### config.mk
export PLATFORM = sky130hd
export DESIGN_NAME = tx_char_scheduler
export DESIGN_NICKNAME = d
export VERILOG_FILES = /design/src/rtl/tx_char_scheduler.sv
export SDC_FILE = /design/constraint.sdc
export NUM_CORES = 1
export LEC_CHECK = 0
export ABC_AREA = 1
export CORE_MARGIN = 2
export CORE_UTILIZATION = 41
export DETAILED_ROUTE_END_ITERATION = 8
export GPL_TIMING_DRIVEN = 0
export PLACE_DENSITY = 0.74
export RECOVER_POWER = 25
export REMOVE_ABC_BUFFERS = 1
export SYNTH_ARGS = -nofsm -noshare
export SYNTH_HDL_FRONTEND = slang
export SYNTH_SLANG_ARGS = --single-unit
### constraint.sdc
create_clock -name pclk_tx -period 1.3 [get_ports pclk_tx]
set_input_delay 0.39 -clock pclk_tx [delete_from_list [all_inputs] [get_ports pclk_tx]]
set_output_delay 0.39 -clock pclk_tx [all_outputs]
set_load 0.005 [all_outputs]
### src/rtl/tx_char_scheduler.sv
// tx_char_scheduler: arbitrates NULL / FCT / N-Char / time-code transmission slots for the encoder.
// Rev 1.0
`default_nettype none

module tx_char_scheduler #(
  parameter int FCT_BURST_MAX = 7,
  parameter int CREDIT_W      = 6
) (
  input  logic                pclk_tx,
  input  logic                reset_tx,
  input  logic                enable_tx,
  input  logic                send_null_tx,
  input  logic                send_fct_tx,
  input  logic                send_nchar_tx,
  input  logic                tickin_tx,
  input  logic [2:0]          fct_owed,
  input  logic [CREDIT_W-1:0] fct_counter_p,
  input  logic                txwrite_tx,
  input  logic                char_done,
  output logic [2:0]          char_sel,
  output logic                char_start,
  output logic                ready_tx,
  output logic                fct_sent,
  output logic                nchar_sent,
  output logic                tick_ack,
  output logic                credit_zero
);

  localparam int BURST_W = $clog2(FCT_BURST_MAX + 1);

  localparam logic [2:0] SEL_NONE = 3'd0;
  localparam logic [2:0] SEL_NULL = 3'd1;
  localparam logic [2:0] SEL_FCT  = 3'd2;
  localparam logic [2:0] SEL_NC   = 3'd3;
  localparam logic [2:0] SEL_TC   = 3'd4;

  typedef enum logic [1:0] {
    S_IDLE = 2'd0,
    S_ARB  = 2'd1,
    S_BUSY = 2'd2,
    S_ACK  = 2'd3
  } state_t;

  state_t               state_q;
  logic                 tick_pend_q;
  logic [BURST_W-1:0]   burst_q;
  logic [BURST_W-1:0]   burst_d;
  logic [2:0]           grant_d;
  logic                 tc_ok, fct_ok, nc_ok, null_ok, burst_full;

  always_comb begin
    tc_ok      = tick_pend_q & send_nchar_tx;
    fct_ok     = send_fct_tx & (fct_owed != 3'd0);
    nc_ok      = send_nchar_tx & txwrite_tx & (fct_counter_p != '0);
    null_ok    = send_null_tx;
    burst_full = (burst_q == BURST_W'(FCT_BURST_MAX));

    // A full FCT burst lets one waiting N-Char jump ahead of further FCTs.
    grant_d = SEL_NONE;
    if (tc_ok)                    grant_d = SEL_TC;
    else if (nc_ok && burst_full) grant_d = SEL_NC;
    else if (fct_ok)              grant_d = SEL_FCT;
    else if (nc_ok)               grant_d = SEL_NC;
    else if (null_ok)             grant_d = SEL_NULL;

    burst_d = '0;
    if (grant_d == SEL_FCT) burst_d = burst_full ? burst_q : burst_q + BURST_W'(1);
  end

  always_ff @(posedge pclk_tx or posedge reset_tx) begin
    if (reset_tx) begin
      state_q     <= S_IDLE;
      tick_pend_q <= 1'b0;
      burst_q     <= '0;
      char_sel    <= SEL_NONE;
      char_start  <= 1'b0;
      ready_tx    <= 1'b0;
      fct_sent    <= 1'b0;
      nchar_sent  <= 1'b0;
      tick_ack    <= 1'b0;
      credit_zero <= 1'b0;
    end else begin
      char_start  <= 1'b0;
      ready_tx    <= 1'b0;
      fct_sent    <= 1'b0;
      nchar_sent  <= 1'b0;
      tick_ack    <= 1'b0;
      credit_zero <= send_nchar_tx & txwrite_tx & (fct_counter_p == '0);

      if (!enable_tx) begin
        state_q     <= S_IDLE;
        tick_pend_q <= 1'b0;
        burst_q     <= '0;
        char_sel    <= SEL_NONE;
      end else begin
        // A new request in the clearing cycle wins, so that tick is not lost.
        if (tickin_tx)
          tick_pend_q <= 1'b1;
        else if (state_q == S_ACK && char_sel == SEL_TC)
          tick_pend_q <= 1'b0;

        case (state_q)
          S_IDLE: state_q <= S_ARB;
          S_ARB: begin
            if (grant_d != SEL_NONE) begin
              char_sel   <= grant_d;
              char_start <= 1'b1;
              ready_tx   <= (grant_d == SEL_NC);
              burst_q    <= burst_d;
              state_q    <= S_BUSY;
            end
          end
          S_BUSY: begin
            if (char_done) begin
              fct_sent   <= (char_sel == SEL_FCT);
              nchar_sent <= (char_sel == SEL_NC);
              tick_ack   <= (char_sel == SEL_TC);
              state_q    <= S_ACK;
            end
          end
          S_ACK: begin
            char_sel <= SEL_NONE;
            state_q  <= S_ARB;
          end
          default: state_q <= S_IDLE;
        endcase
      end
    end
  end

endmodule

`default_nettype wire

==> flow_summary_export.csv, run 1 <==
group,metric,value,unit
routing,vias,843,
yosys,synth.most_common_cell,"nand2_1",
floorplan,die_width,50.35,um
clock_network,insertion_delay_of_the_later_clocked_pin_in_the_worst_skew_pair,290,ps
pwr,irDropWorstVdd,0.7245,mV
yosys,cell_type_with_the_highest_aggregate_area_in_the_netlist,"dfrtp_1",
sta,worst_hold_slack,503.9,ps
clock_network,cts_tree,"built",
worst_setup_path,path_common_cell,"nand3_4",
yosys,async_flop_share,100.0,%
placement,gp_congestion,0.7688,
sta,timing.clock.skew,5.809,ps
floorplan,dieArea,2535,um2
global_routing,globalRouteTotalUtil,17.18,%
yosys,ys_dominant_reg_cell,"dfrtp_1",
yosys,synth_cell_type_count,22,
sta,setup_repair_after_global_routing_missed_its_margin,"true",
clock_network,htree_levels,1,
worst_setup_path,nature_of_the_critical_path_endpoint,"register",
yosys,ys_top_cells_by_area,"dfrtp_1 43%, nand2_1 11%, ha_1 7.1%",
placement,postPlaceCellArea,1175,um2
routing,dr.first_iter.drc_count,5,
sta,final_period_minus_worst_setup_slack,1400,ps
placement,placement.setup.worst_slack,-480.0,ps
finish,final_nets,173,
sta,setup_viol_count_final,8,
clock_network,inserted_clock_buffers,3,
worst_setup_path,worst-endpoint-required,1510,ps
global_routing,grt.overflow.total,0,
run_status,failed_checks,"negative setup slack",
finish,syn2layout_area_growth,56.82,%
global_routing,grt_first_pass_wirelength,3.360,mm
clock_network,clkSlewWorstSetupHoldPaths,90,ps
yosys,post-synth-top-area-fraction,42.61,%
global_routing,first_global_vias,798,
floorplan,num_io_pins,27,
yosys,synth-warning-count,0,
worst_setup_path,worstPathMaxFanout,7,
worst_setup_path,critPathLaunchType,"register",
routing,detailedRoute.firstPassIterationCount,2,
yosys,netlist_area,880.8,um2
floorplan,initial_core_util,44.00,%
clock_network,clk_buf_depth,2,
global_routing,grt_antenna_before_repair,0,
global_routing,grt_start_max_net_pins,16,
clock_network,cts_root_buf,"clkbuf_4",
worst_setup_path,cp-startpoint,"burst_q[0]$_DFFE_PP0P_",
sta,tightestPinTransition,575.1,ps
routing,routedWlPerCell,11.28,um
floorplan,core_area,2002,um2
worst_setup_path,cp_cell_sequence,"ha_2 -> ha_4 -> inv_2 -> nand3_4 -> nand2_8 -> nand3_4 -> nand2_4 -> nand2_2 -> o21ai_1",
finish,final_core_utilization,69.00,%
sta,timing.final.crit_share,107.7,%
floorplan,std_cell_rows,16,
routing,routed_wirelength,1.985,mm
yosys,synth-edff-count,0,
yosys,synthCells,106,
worst_setup_path,worst_stage_delay_on_the_critical_path,400,ps
sta,timing.slew.headroom,61.62,%
pwr,p_leak,0.6865,nW
sta,finalHoldViolCount,0,
finish,drive_gt1_share,36.91,%
global_routing,grt.met2_usage,33.33,%
yosys,ys_top_cells_by_count,"25 x nand2_1, 15 x dfrtp_1, 12 x nor2_1",
yosys,sequential_area_share_after_synthesis,42.61,%
yosys,ys_ff_latch,15,
finish,final_cell_area,1381,um2
placement,detailed_place_hpwl,1.345,mm
placement,portBuffers,26,
worst_hold_path,worst_hold_path_class,"in2reg",
worst_setup_path,critPathSlowestCell,"dfrtp_1",
routing,ant_nets,0,
flow_run,max_cap_violations,0,
sta,worst_slack,-99.68,ps
worst_hold_path,timing.hold.worst.start,"fct_counter_p[3]",
floorplan,die_h,50.35,um
sta,report.final.slew_viol_count,0,
global_routing,gr-max-usage-layer,"met2",
worst_setup_path,regToRegStartpoint,"burst_q[0]$_DFFE_PP0P_",
global_routing,groute.layer.met3.usage,5.357,%
pwr,power,0.001353,W
yosys,avgSynthCellArea,8.310,um2
finish,antennaDiodeCount,0,
global_routing,grt_util_met1,19.35,%
worst_setup_path,worst_ep_arrival_time,1610,ps
routing,drc,0,
clock_network,cts_sinks,15,
run_status,outcome,"finished, violations left",
sta,timing.fmax,714.4,MHz
worst_setup_path,critPathKind,"reg2reg",
routing,route.detailed.vias_per_inst,4.790,
pwr,power.density_cell_area,979.4,nW/um2
[final timing paths]
| path | endpoint | slack [ps] | cells past startpoint |
|---|---|---|---|
| max in group asynchronous | state_q[1]$_DFFE_PP0P_ | 330 | 2 |
| worst min register to register | nchar_sent$_DFF_PP0_ | 560 | 2 |
| worst max register to register | state_q[0]$_DFFE_PP0P_ | -100 | 9 |
| min in group asynchronous | tick_pend_q$_DFFE_PP0P_ | 590 | 2 |
| worst min-delay path | credit_zero$_DFF_PP0_ | 500 | 4 |
| worst max-delay path | state_q[0]$_DFFE_PP0P_ | -100 | 9 |
[cell type report]
| class | count | area, um2 |
|---|---|---|
| clock buffers | 3 | 22.52 |
| inverters | 15 | 56.30 |
| fillers | 164 | 620.6 |
| repair buffers | 39 | 327.8 |
| clock inverters | 1 | 5.005 |
| flip-flops and latches | 15 | 375.4 |
| well taps | 27 | 33.78 |
| multi-input cells | 76 | 560.5 |
[critical path, delay by kind of cell, from the launching register on]
| kind | cells | cell delay (ps) |
|---|---|---|
| and+or+nand+nor | 5 | 460 |
| DFF | 1 | 400 |
| adders and majority gates | 2 | 350 |
| buffers and inverters | 1 | 60 |
| AOI/OAI and AO/OA | 1 | 60 |
[registers in the layout, indices dropped and copies added, names as in the netlist]
| register | count |
|---|---|
| burst_q | 3 |
| char_sel | 3 |
| char_start | 1 |
| credit_zero | 1 |
| fct_sent | 1 |
| nchar_sent | 1 |
| ready_tx | 1 |
| state_q | 2 |
| tick_ack | 1 |
| tick_pend_q | 1 |
[cells by family after synthesis]
kind of cell             share of synthesized area, %
buffers and inverters                           6.392
AND/OR/NAND/NOR                                 39.06
AO/OA/AOI/OAI                                   4.829
adder cells (fa/ha/maj)                         7.102
flip-flops                                      42.61
[metrics by stage]
step / setup TNS [ps] / std cells
finish: -726.5 / 176
global route: -1555 / 176
CTS: -733.7 / 172
detailed placement: -4824 / 159
global placement: -4611 / 159
floorplan: -733.2 / 106
[where the power goes]
part,total (W),switching [W],internal (W),leakage [nW]
Sequential,0.000574,0.0000514,0.000523,0.204
Clock,0.000265,0.000150,0.000114,0.0177
Combinational,0.000514,0.000273,0.000240,0.465
Total,0.00135,0.000475,0.000878,0.686
[routing by layer]
layer / share of wire (%) / vias up
met3: 5.9 / 0
met4: 0 / 0
met2: 53 / 22
met1: 41 / 392
met5: 0 / -
li1: - / 429
[placed cells by master (no fill, tap or decap)]
cell type,Yosys,routed
nand2_1,25,20
dfrtp_1,15,15
dlygate4sd2_1,0,12
buf_4,0,12
nor2_1,12,10
inv_1,11,9
inv_2,4,6
clkdlybuf4s15_1,0,6
nand2_4,2,5
nand2_2,4,5
nand4_1,5,5
nor2_2,2,4
nand3_4,1,4
clkbuf_4,0,4
clkdlybuf4s50_1,0,4
nand3_2,4,3
clkbuf_2,0,3
nand3_1,4,2
nor4_1,2,2
a21oi_1,2,2
o21ai_1,2,2
ha_2,0,2
ha_1,5,2
nor2_4,1,1
nand2_8,0,1
o21ai_4,0,1
a21oi_4,0,1
or2_1,1,1
o21ai_0,1,1
or2_2,1,1
ha_4,0,1
clkinv_2,0,1
dlygate4sd3_1,0,1
[timing repair]
item	4_1_cts	5_1_grt
buffers inserted	9	4
gates resized for setup	47	11
hold buffers	0	0
setup endpoints to repair	19	16
pin swaps	25	5
Note: power is estimated with default switching activity, not from simulation.
==> run 2: changes to the inputs <==
CORE_UTILIZATION = 35   (was 41)
PLACE_DENSITY = 0.65   (was 0.74)
==> flow_summary_export.csv, run 2 (synthesis gave the netlist of run 1 again) <==
group,metric,value,unit
run_status,outcome,"finished, violations left",
run_status,failed_checks,"negative setup slack",
worst_setup_path,worst-endpoint-required,1480,ps
sta,setup_viol_count_final,10,
clock_network,cts_root_buf,"clkbuf_4",
clock_network,insertion_delay_of_the_later_clocked_pin_in_the_worst_skew_pair,280,ps
routing,detailedRoute.firstPassIterationCount,4,
global_routing,first_global_vias,774,
sta,worst_hold_slack,496.6,ps
worst_setup_path,worstPathMaxFanout,7,
pwr,irDropWorstVdd,0.8842,mV
finish,layout.cells.most_common,"nand2_1",
finish,final_nets,168,
sta,timing.fmax,709.3,MHz
sta,finalHoldViolCount,0,
worst_setup_path,reg2regPathDepth,8,
global_routing,grt_antenna_before_repair,0,
clock_network,inserted_clock_buffers,3,
floorplan,die_width,54.17,um
pwr,p_leak,0.6602,nW
placement,postPlaceCellArea,1179,um2
finish,syn2layout_area_growth,52.13,%
sta,tightestPinTransition,561.2,ps
worst_setup_path,regToRegStartpoint,"burst_q[0]$_DFFE_PP0P_",
routing,ant_nets,0,
clock_network,htree_levels,1,
finish,final_core_utilization,55.09,%
worst_setup_path,critPathLaunchType,"register",
routing,vias,825,
finish,final_cell_mix,"21 x nand2_1, 15 x dfrtp_1, 13 x dlygate4sd2_1",
worst_setup_path,path_common_cell,"nand3_4",
placement,detailed_place_hpwl,1.439,mm
routing,routed_wirelength,1.981,mm
pwr,power,0.001314,W
clock_network,cts_tree,"built",
finish,final_cell_area,1340,um2
finish,antennaDiodeCount,0,
routing,drc,0,
worst_setup_path,worst_ep_arrival_time,1590,ps
sta,final_period_minus_worst_setup_slack,1410,ps
worst_setup_path,cp_cell_sequence,"ha_2 -> ha_4 -> inv_2 -> nand3_4 -> nand2_8 -> nand3_4 -> nand4_1 -> nand2_1",
finish,fillerInstances,235,
sta,setup_repair_after_global_routing_missed_its_margin,"true",
finish,drive_gt1_share,36.11,%
worst_hold_path,min_to,"burst_q[1]$_DFFE_PP0P_",
floorplan,core_area,2432,um2
global_routing,grt_start_max_net_pins,16,
flow_run,max_cap_violations,0,
routing,dr.first_iter.drc_count,15,
sta,timing.clock.skew,0.6274,ps
floorplan,dieArea,2934,um2
floorplan,std_cell_rows,18,
worst_setup_path,regToRegEndpoint,"burst_q[2]$_DFFE_PP0P_",
global_routing,grt.overflow.total,0,
sta,timing.final.crit_share,108.5,%
worst_setup_path,setup.reg_to_reg.worst_slack,-110,ps
sta,timing.slew.headroom,62.54,%
worst_setup_path,critPathSlowestCell,"dfrtp_1",
routing,route.detailed.vias_per_inst,4.741,
worst_hold_path,worst_hold_path_class,"reg2reg",
pwr,power.density_cell_area,980.6,nW/um2
clock_network,clkSlewWorstSetupHoldPaths,80,ps
worst_setup_path,worst_stage_delay_on_the_critical_path,400,ps
floorplan,die_h,54.17,um
sta,report.final.slew_viol_count,0,
finish,reg_top3,"burst_q (3), char_sel (3), state_q (2)",
global_routing,grt_first_pass_wirelength,3.001,mm
clock_network,clk_buf_depth,2,
worst_hold_path,timing.hold.worst.start,"burst_q[1]$_DFFE_PP0P_",
floorplan,num_io_pins,27,
pwr,power.switching_fraction,34.68,%
worst_hold_path,hold_path_depth,2,
routing,routedWlPerCell,11.39,um
placement,placement.setup.worst_slack,-509.5,ps
pwr,p_int,0.0008583,W
pwr,clock_network_fraction_of_total_power,19.6,%
clock_network,cts_sinks,15,
worst_setup_path,critPathKind,"reg2reg",
pwr,power.share.sequential,43.2,%
pwr,power.net_switching,0.0004557,W
global_routing,globalRouteTotalUtil,14.73,%
placement,gp_congestion,0.8007,
pwr,comb_power_share,37.2,%
sta,worst_slack,-109.9,ps
placement,portBuffers,26,
worst_setup_path,nature_of_the_critical_path_endpoint,"register",
floorplan,initial_core_util,36.21,%
run 2: power groups by stage:
stage / registers, W / logic [W] / clock network (W)
floorplan: 0.000575 / 0.000264 / 0
global placement: 0.000579 / 0.000404 / 0
detailed placement: 0.000582 / 0.000415 / 0
CTS: 0.000565 / 0.000480 / 0.000274
global route: 0.000576 / 0.000541 / 0.000295
finish: 0.000567 / 0.000489 / 0.000258
run 2: final cells by class:
cell class	count	area [um2]	area share [%]
Clock buffer	3	22.52	1.681
Clock inverter	1	5.005	0.3735
Inverter	15	56.30	4.202
Multi-Input combinational cell	76	556.8	41.55
Sequential cell	15	375.4	28.01
Tap cell	30	37.54	2.801
Timing Repair Buffer	34	286.5	21.38
run 2: worst max-delay path by stage:
stage                                      start                endpoint  slack, ps  cells after the start
after detailed placement             fct_owed[1]  burst_q[2]$_DFFE_PP0P_       -510                     11
final                     burst_q[0]$_DFFE_PP0P_  burst_q[2]$_DFFE_PP0P_       -110                      8
after floorplan           burst_q[0]$_DFFE_PP0P_  burst_q[0]$_DFFE_PP0P_       -100                      8
after CTS                 burst_q[1]$_DFFE_PP0P_  burst_q[2]$_DFFE_PP0P_       -100                      9
after global routing      burst_q[1]$_DFFE_PP0P_  burst_q[2]$_DFFE_PP0P_       -180                      8
after global placement             send_nchar_tx  burst_q[2]$_DFFE_PP0P_       -480                      8
run 2: critical path, delay by kind of cell (launching register included):
kind / cells / cell delay, ps
adder cells (fa/ha/maj): 2 / 350
buffers and inverters: 1 / 60
flip-flops: 1 / 400
AND/OR/NAND/NOR: 5 / 510
run 2: metrics by stage:
| stage | TNS (ps) | std cells |
|---|---|---|
| after floorplan | -733.2 | 106 |
| after global placement | -4674 | 162 |
| after detailed placement | -5039 | 162 |
| after CTS | -755.3 | 174 |
| after global routing | -1382 | 174 |
| final | -775.9 | 174 |
run 2: routing by layer:
| layer | GRT usage, % | vias up | routed length [um] |
|---|---|---|---|
| met4 | 3.750 | 0 | 38 |
| met2 | 27.91 | 26 | 1028 |
| met1 | 14.53 | 373 | 764 |
| met5 | 0 | - | 0 |
| li1 | - | 422 | - |
| met3 | 6.111 | 4 | 150 |
run 2: repair_timing:
item	4_1_cts	5_1_grt
pin swaps	24	3
resized for setup	51	12
cloned	0	0
setup endpoints to repair	19	16
setup buffers	8	0
hold buffers	0	0
==> run 3: changes to the inputs <==
DONT_BUFFER_PORTS = 1   (was not set)
PLACE_DENSITY = not set   (was 0.65)
==> flow_summary_export.csv, run 3 (synthesis gave the netlist of run 1 again) <==
group,metric,value,unit
global_routing,grt_first_pass_wirelength,2.787,mm
finish,syn2layout_area_growth,18.04,%
floorplan,die_width,54.17,um
worst_setup_path,critPathSlowestCell,"dfrtp_1",
worst_setup_path,cp_cell_sequence,"ha_2 -> ha_4 -> inv_2 -> nand3_4 -> nand2_8 -> nand3_4 -> nand3_4 -> nand2_2 -> nand2_2",
placement,detailed_place_hpwl,1.284,mm
worst_setup_path,regToRegStartpoint,"burst_q[0]$_DFFE_PP0P_",
pwr,irDropWorstVdd,0.7549,mV
worst_setup_path,worstPathMaxFanout,8,
routing,dr.first_iter.drc_count,10,
placement,portBuffers,0,
sta,tightestPinTransition,568.6,ps
finish,drive_gt1_share,31.25,%
flow_run,max_cap_violations,0,
finish,final_cell_mix,"21 x nand2_1, 15 x dfrtp_1, 11 x nor2_1",
worst_setup_path,cp-startpoint,"burst_q[0]$_DFFE_PP0P_",
clock_network,clkSlewWorstSetupHoldPaths,100,ps
worst_setup_path,cpLargestDelayFamily,"simple AND/OR/NAND/NOR gates",
sta,setup_viol_count_final,9,
pwr,comb_power_share,30.0,%
sta,timing.final.crit_share,112.8,%
sta,finalHoldViolCount,0,
global_routing,first_global_vias,666,
run_status,failed_checks,"negative setup slack",
global_routing,globalRouteTotalUtil,13.51,%
floorplan,num_io_pins,27,
routing,drc,0,
sta,report.final.slew_viol_count,0,
placement,gp_congestion,0.7549,
routing,route.detailed.vias_per_inst,4.930,
clock_network,htree_levels,1,
finish,layout.cells.most_common,"nand2_1",
routing,routed_wirelength,1.728,mm
pwr,power.switching_fraction,36.19,%
clock_network,cts_root_buf,"clkbuf_4",
finish,reg_top3,"burst_q (3), char_sel (3), state_q (2)",
worst_setup_path,worst_stage_delay_on_the_critical_path,410,ps
global_routing,grt_start_max_net_pins,16,
clock_network,cts_sinks,15,
pwr,p_leak,0.5005,nW
pwr,p_int,0.0007766,W
finish,fillerInstances,239,
sta,worst_slack,-166.1,ps
sta,final_period_minus_worst_setup_slack,1466,ps
run_status,outcome,"finished, violations left",
finish,final_nets,136,
sta,timing.slew.headroom,62.05,%
floorplan,std_cell_rows,18,
finish,final_cell_area,1040,um2
worst_setup_path,worst-endpoint-required,1530,ps
worst_hold_path,worst_hold_path_class,"in2async",
floorplan,core_area,2432,um2
pwr,power.net_switching,0.0004405,W
worst_setup_path,nature_of_the_critical_path_endpoint,"register",
global_routing,grt.overflow.total,0,
finish,final_core_utilization,42.75,%
pwr,power.density_cell_area,1171,nW/um2
global_routing,grt_antenna_before_repair,0,
sta,timing.fmax,682.1,MHz
floorplan,die_h,54.17,um
floorplan,dieArea,2934,um2
clock_network,clk_buf_depth,2,
worst_setup_path,worst-path-buf-inv,1,
worst_setup_path,worst_ep_arrival_time,1690,ps
worst_setup_path,critPathKind,"reg2reg",
routing,ant_nets,0,
worst_setup_path,regToRegEndpoint,"burst_q[2]$_DFFE_PP0P_",
sta,setup_repair_after_global_routing_missed_its_margin,"true",
worst_setup_path,critPathLaunchType,"register",
sta,timing.setup.tns,-1173,ps
routing,vias,700,
floorplan,initial_core_util,36.21,%
worst_setup_path,path_common_cell,"nand3_4",
finish,antennaDiodeCount,0,
clock_network,cts_tree,"built",
worst_setup_path,reg2regPathDepth,9,
pwr,power,0.001217,W
clock_network,insertion_delay_of_the_later_clocked_pin_in_the_worst_skew_pair,290,ps
placement,postPlaceCellArea,918.4,um2
routing,routedWlPerCell,12.17,um
worst_setup_path,setup.reg_to_reg.worst_slack,-170,ps
clock_network,inserted_clock_buffers,3,
sta,timing.clock.skew,7.873,ps
routing,detailedRoute.firstPassIterationCount,4,
pwr,power.share.sequential,47.6,%
pwr,clock_network_fraction_of_total_power,22.4,%
==> run 3: cell count changes in the layout (fill, tap and decap cells not counted), sizes merged <==
cell / delta
clkdlybuf4s50: -3
dlygate4sd2: -13
clkdlybuf4s15: -4
dlygate4sd3: -1
clkbuf: -5
buf: -6
==> run 3: worst max path at each step <==
stage	end	depth (start not counted)
floorplan	burst_q[0]$_DFFE_PP0P_	8
global placement	state_q[0]$_DFFE_PP0P_	9
detailed placement	burst_q[2]$_DFFE_PP0P_	8
CTS	char_sel[0]$_DFFE_PP0P_	8
global route	burst_q[2]$_DFFE_PP0P_	9
finish	burst_q[2]$_DFFE_PP0P_	9
==> run 3: layout make-up <==
| class | count | area [um2] | area share [%] |
|---|---|---|---|
| Timing Repair Buffer | 2 | 15.01 | 1.444 |
| Inverter | 15 | 56.30 | 5.415 |
| Tap cell | 30 | 37.54 | 3.610 |
| Sequential cell | 15 | 375.4 | 36.10 |
| Clock buffer | 3 | 22.52 | 2.166 |
| Multi-Input combinational cell | 76 | 528.0 | 50.78 |
| Clock inverter | 1 | 5.005 | 0.4813 |
==> run 3: power groups by stage <==
| stage | clock [W] | sequential [W] | combinational, W |
|---|---|---|---|
| 2_1_floorplan | 0 | 0.000575 | 0.000264 |
| 3_3_place_gp | 0 | 0.000585 | 0.000304 |
| 3_5_place_dp | 0 | 0.000589 | 0.000310 |
| 4_1_cts | 0.000286 | 0.000579 | 0.000342 |
| 5_1_grt | 0.000312 | 0.000592 | 0.000421 |
| 6_report | 0.000273 | 0.000580 | 0.000365 |
==> run 3: what timing repair did <==
item                       4_1_cts  5_1_grt
pin swaps                       13       10
hold buffers                     0        0
setup endpoints to repair        9        8
setup buffers                    0        2
resized for setup               10        7
==> run 3: metrics by stage <==
| stage | hold WS (ps) | std cells | worst slack, ps |
|---|---|---|---|
| final | 28.17 | 142 | -166.1 |
| after global routing | 74.06 | 142 | -234.7 |
| after CTS | 56.84 | 140 | -161.4 |
| after detailed placement | 376.2 | 136 | -240.2 |
| after global placement | 371.5 | 136 | -205.6 |
| after floorplan | 291.5 | 106 | -102.0 |
==> run 3: per-layer routing <==
metal | global-route usage, % | vias to the layer above | part of all wire [%]
met4 | 4.167 | 0 | 0.81
met5 | 0 | - | 0
met3 | 5.833 | 2 | 6.2
met2 | 22.69 | 16 | 51
li1 | - | 354 | -
met1 | 15.35 | 328 | 42
